**config.mk**
```make
export PLATFORM = sky130hd
export DESIGN_NAME = pipe_snapshot_ctrl
export DESIGN_NICKNAME = d
export VERILOG_FILES = /design/src/rtl/pipe_snapshot_ctrl.sv
export SDC_FILE = /design/constraint.sdc
export NUM_CORES = 2
export LEC_CHECK = 0
export CORE_ASPECT_RATIO = 1.25
export CORE_UTILIZATION = 30
export CTS_CLUSTER_SIZE = 10
export DETAILED_ROUTE_END_ITERATION = 7
export MAX_ROUTING_LAYER = met4
export PLACE_DENSITY_LB_ADDON = 0.2
export SLEW_MARGIN = 15
export SYNTH_ARGS = -nofsm -noshare
export SYNTH_HDL_FRONTEND = slang
export SYNTH_SLANG_ARGS = --single-unit
export TNS_END_PERCENT = 20
```
**constraint.sdc**
```tcl
create_clock -name clk -period 18.7 [get_ports clk]
set_clock_uncertainty 0.05 [all_clocks]
set_input_delay 2.805 -clock clk [delete_from_list [all_inputs] [get_ports clk]]
set_output_delay 2.805 -clock clk [all_outputs]
set_load 0.1 [all_outputs]
```
**src/rtl/pipe_snapshot_ctrl.sv**
```systemverilog
// Debug run-control and snapshot streamer for the pipelined MIPS core.
// Optional trailer: define PIPE_SNAP_CHECKSUM_EN to append an XOR checksum byte to each frame.
module pipe_snapshot_ctrl #(
    parameter int LEN        = 32,
    parameter int NUM_STAGES = 4,
    parameter int LATCH_W    = 128
) (
    input  logic                          clk,
    input  logic                          reset,
    input  logic                          cmd_valid,
    input  logic [1:0]                    cmd_code,
    output logic                          cmd_ready,
    input  logic                          halt_flag,
    input  logic [LEN-1:0]                in_pc,
    input  logic [NUM_STAGES*LATCH_W-1:0] in_latches,
    output logic                          cpu_enable,
    output logic [7:0]                    tx_data,
    output logic                          tx_valid,
    input  logic                          tx_ready,
    output logic                          halted,
    output logic                          busy,
    output logic [LEN-1:0]                cycle_count
);

    localparam int SHADOW_W = 2*LEN + NUM_STAGES*LATCH_W;
    localparam int N_DATA   = SHADOW_W / 8;
`ifdef PIPE_SNAP_CHECKSUM_EN
    localparam int N_FRAME  = N_DATA + 1;
`else
    localparam int N_FRAME  = N_DATA;
`endif
    localparam int IDX_W    = $clog2(N_FRAME + 1);
    localparam logic [IDX_W-1:0] LAST_IDX = IDX_W'(N_FRAME - 1);
`ifdef PIPE_SNAP_CHECKSUM_EN
    localparam logic [IDX_W-1:0] LAST_DATA_IDX = IDX_W'(N_DATA - 1);
`endif

    localparam logic [1:0] CMD_RUN  = 2'b01;
    localparam logic [1:0] CMD_STEP = 2'b10;
    localparam logic [1:0] CMD_DUMP = 2'b11;

    typedef enum logic [2:0] {
        S_IDLE,
        S_RUN,
        S_STEP,
        S_CAPTURE,
        S_SEND,
        S_HALTED
    } state_t;

    state_t               state;
    state_t               state_nxt;
    logic                 halt_set;
    logic                 tx_accept;
    logic [SHADOW_W-1:0]  shadow;
    logic [IDX_W-1:0]     byte_idx;
`ifdef PIPE_SNAP_CHECKSUM_EN
    logic [7:0]           csum;
`endif

    assign tx_accept = tx_valid && tx_ready;

    always_comb begin
        state_nxt = state;
        halt_set  = 1'b0;
        unique case (state)
            S_IDLE: begin
                if (cmd_valid) begin
                    case (cmd_code)
                        CMD_RUN:  state_nxt = S_RUN;
                        CMD_STEP: state_nxt = S_STEP;
                        CMD_DUMP: state_nxt = S_CAPTURE;
                        default:  state_nxt = S_IDLE;
                    endcase
                end
            end
            // Only DUMP leaves HALTED; RUN/STEP are accepted but have no effect.
            S_HALTED: begin
                if (cmd_valid && cmd_code == CMD_DUMP)
                    state_nxt = S_CAPTURE;
            end
            S_RUN: begin
                if (halt_flag) begin
                    state_nxt = S_CAPTURE;
                    halt_set  = 1'b1;
                end
            end
            S_STEP: begin
                state_nxt = S_CAPTURE;
                halt_set  = halt_flag;
            end
            S_CAPTURE: state_nxt = S_SEND;
            S_SEND: begin
                if (tx_accept && byte_idx == LAST_IDX)
                    state_nxt = halted ? S_HALTED : S_IDLE;
            end
            default: state_nxt = S_IDLE;
        endcase
    end

    // Control outputs are registered from the next state so they line up with it.
    always_ff @(posedge clk or posedge reset) begin
        if (reset) begin
            state       <= S_IDLE;
            cpu_enable  <= 1'b0;
            busy        <= 1'b0;
            cmd_ready   <= 1'b1;
            halted      <= 1'b0;
            cycle_count <= '0;
        end else begin
            state      <= state_nxt;
            cpu_enable <= (state_nxt == S_RUN) || (state_nxt == S_STEP);
            busy       <= (state_nxt == S_RUN) || (state_nxt == S_STEP) ||
                          (state_nxt == S_CAPTURE) || (state_nxt == S_SEND);
            cmd_ready  <= (state_nxt == S_IDLE) || (state_nxt == S_HALTED);
            if (halt_set)
                halted <= 1'b1;
            if (cpu_enable)
                cycle_count <= cycle_count + LEN'(1);
        end
    end

    // Shadow is a shift register: the byte on the wire is always the one below shadow[15:8].
    always_ff @(posedge clk or posedge reset) begin
        if (reset) begin
            shadow   <= '0;
            byte_idx <= '0;
            tx_valid <= 1'b0;
            tx_data  <= '0;
`ifdef PIPE_SNAP_CHECKSUM_EN
            csum     <= '0;
`endif
        end else if (state == S_CAPTURE) begin
            shadow   <= {in_latches, cycle_count, in_pc};
            byte_idx <= '0;
            tx_valid <= 1'b1;
            tx_data  <= in_pc[7:0];
`ifdef PIPE_SNAP_CHECKSUM_EN
            csum     <= '0;
`endif
        end else if (state == S_SEND && tx_accept) begin
            if (byte_idx == LAST_IDX) begin
                tx_valid <= 1'b0;
            end else begin
                byte_idx <= byte_idx + IDX_W'(1);
                shadow   <= shadow >> 8;
`ifdef PIPE_SNAP_CHECKSUM_EN
                csum     <= csum ^ tx_data;
                if (byte_idx == LAST_DATA_IDX)
                    tx_data <= csum ^ tx_data;
                else
                    tx_data <= shadow[15:8];
`else
                tx_data  <= shadow[15:8];
`endif
            end
        end
    end

endmodule

```
==> out/results.txt <==
Outcome: finished with violations
Failing checks: max-slew violations
H-tree depth: 3
Slew @ Worst Pin: 1.560 ns
Syn_nets: 3950
Max cap viols: 0
Total CTS buffers: 75
PD cells: 155.9 nW/um^2
Switching part of the total power: 0.3931
Antenna violations before repair: 26
Final setup violation count: 0
Sw power: 0.002298 W
YS warnings: 0
Post-DP HPWL: 63.99 mm
Setup bufs post-CTS: 0
Critical path class: in2async
Num Clock Sinks: 623
Slew headroom: -0.04014
Fin crit share: 0.3289
Total global routing overflow: 0
Unrepaired setup endpoints after global routing: false
Synth async-reset ratio: 1.000
Commonest cells in the synthesized netlist: nand2_1 (1158), dfrtp_1 (622), nor3_1 (570), a31oi_1 (568), clkbuf_1 (187)
Placer Congestion: 0.8056
Sequential Power Share: 0.393
Final nets: 4322
Post-synthesis cell type count: 44
Slowest-stage cell, CP: buf_4
Layout area overhead: 29.54%
Tot Pwr: 0.005846 W
Via density per instance: 5.149
Sequential area share after synthesis: 0.5385
Die area: 97770 um^2
Share of Yosys cell area claimed by the top area cell type: 0.5376
CTS tree: yes
Worst setup SP type: input pin
Die height: 349.3 um
Die Width: 279.9 um
Row count: 127
Global-route wire length before repair: 153.7 mm
Ys flop type: dfrtp_1
Comb pwr share: 0.378
WHS: 0.4502 ns
CP bufs+invs: 6
DRT Pass-1 Iters: 6
Core ar.: 95820 um^2
Synth top area cells: dfrtp_1 (54%), nand2_1 (15%), a31oi_1 (12%)
Pint: 0.003548 W
Leak pwr: 15.23 nW
Hold WC Path Type: reg2reg
Maximum fanout along the worst path: 67
Mapped Cells: 3397
Clock Pin Slew Worst Setup and Hold Paths: 0.06 ns
Largest net degree at the start of global routing: 245
Crit path cell chain: clkdlybuf4s50_1 > clkinvlp_4 > buf_4 > buf_4 > buf_4 > buf_4
I/O Buffers: 595
Via count: 26320
Post-route setup TNS: 0 ns
Max stage delay on crit path: 0.78 ns
Final Hold Viols: 0
Fin crit period: 6.151 ns
Synth area leader: dfrtp_1
Cell Area, Synth: 28960 um^2
DRC errors left: 0
CP delay by family, top: buffers and inverters
CP most frequent cell: buf_4
Initial DRC Count: 2525
Clock Latency Late Sink: 0.61 ns
Clock power frac: 0.228
DR WL/cell: 19.65 um
Total track usage: 0.2050
Max Root-Sink Buffers: 3
FMAX: 0.1626 GHz
Vias in the first global route: 25610
Maximum vdd drop: 0.08621 mV
# hold bufs at CTS: 0
CTS resizes: 0
Root Driver: clkbuf_16
Mean Syn Cell Area: 8.524 um^2
Worst setup EP type: async pin
Synthesis-stage register bit count: 623
Post-layout util: 0.3915
Starting Density: 0.3022
CP arrival: 6.73 ns
CP Data Required Time: 19.28 ns
Layout cell share with drive strength beyond 1: 0.03480
Slew Limit Fails: 59
Final WL: 100.4 mm
IO Pins: 596
Post-synth EDFFs: 0
Antenna viol nets, final: 0
Most common cell in the netlist: nand2_1
[area by class of cell]
| cell class | count | area, um^2 |
|---|---|---|
| Antenna cell | 28 | 70.07 |
| Clock buffer | 93 | 2037 |
| Clock inverter | 8 | 81.33 |
| Fill cell | 9928 | 58310 |
| Inverter | 7 | 30.03 |
| Multi-Input combinational cell | 2437 | 11780 |
| Sequential cell | 623 | 15590 |
| Tap cell | 1290 | 1614 |
| Timing Repair Buffer | 625 | 6301 |
[sequential cells by signal, indices dropped and copies added, names as in the netlist]
| register | cells |
|---|---|
| shadow | 569 |
| cycle_count | 32 |
| byte_idx | 7 |
| tx_data | 7 |
| state | 3 |
| busy | 1 |
| cmd_ready | 1 |
| cpu_enable | 1 |
| halted | 1 |
| tx_valid | 1 |
[per-stage QoR]
step / instance area, um^2 / instances / worst slack, ns
floorplan: 28960 / 3397 / 7.341
global placement: 35290 / 4981 / 11.67
detailed placement: 35290 / 4981 / 11.67
CTS: 37410 / 5082 / 12.33
global route: 37500 / 5108 / 11.94
finish: 37510 / 5111 / 12.55
[cells by family after synthesis]
logic type	synth area share
muxes	0.0007346
buffers and inverters	0.05570
and+or+nand+nor	0.2644
DFF	0.5385
AOI/OAI and AO/OA	0.1290
adders and majority gates	0.0008641
xor gates and xnor gates	0.01089
[metal layers]
metal  GRT usage  wire length, um  share of wire
met3     0.04613             6783          0.068
met1      0.2676            44210           0.44
met4     0.05453             2225          0.022
met5           -                0              0
met2      0.3197            47220           0.47
[power groups by stage]
| stage | clock network (W) | logic (W) | registers (W) |
|---|---|---|---|
| floorplan | 0 | 0.00166 | 0.00227 |
| global placement | 0 | 0.00221 | 0.00231 |
| detailed placement | 0 | 0.00223 | 0.00232 |
| CTS | 0.00138 | 0.00224 | 0.00230 |
| global route | 0.00143 | 0.00250 | 0.00238 |
| finish | 0.00133 | 0.00221 | 0.00230 |
[cell usage in the layout (no fill, tap or decap), types with 4 or more instances in the layout]
cell type        netlist  final
a21oi_1                7      7
a31oi_1              568    568
and3_1                 7      6
buf_12                 0      8
buf_4                 53     21
clkbuf_1             187     11
clkbuf_16              0     77
clkbuf_8               0      5
clkdlybuf4s50_1        0    595
dfrtp_1              622    622
diode_2                0     28
inv_1                  7      6
nand2_1             1158   1158
nand3_1               12     12
nand4_1               16     16
nor2_1                10     10
nor3_1               570    570
o21ai_0               12     12
or3_1                  4      4
xnor2_1               30     30
xor2_1                 6      6
[worst paths after layout]
check / from / to / slack (ns) / depth (start not counted)
max reg2reg: state[2]$_DFF_PP0_ / shadow[391]$_DFFE_PP0P_ / 13.91 / 7
max: reset / shadow[337]$_DFFE_PP0P_ / 12.55 / 6
max in group clk: tx_ready / shadow[249]$_DFFE_PP0P_ / 12.72 / 7
min: halted$_DFFE_PP0P_ / halted$_DFFE_PP0P_ / 0.45 / 2
min reg2reg: halted$_DFFE_PP0P_ / halted$_DFFE_PP0P_ / 0.45 / 2
min in group asynchronous: reset / cycle_count[24]$_DFFE_PP0P_ / 2.66 / 2
[worst min-delay path, delay by kind of cell, from the launching register on]
family,cells,cell delay [ns]
DFF,1,0.34
buffers and inverters,1,0.07
and+or+nand+nor,1,0.06
(Power assumes the default switching activity.)
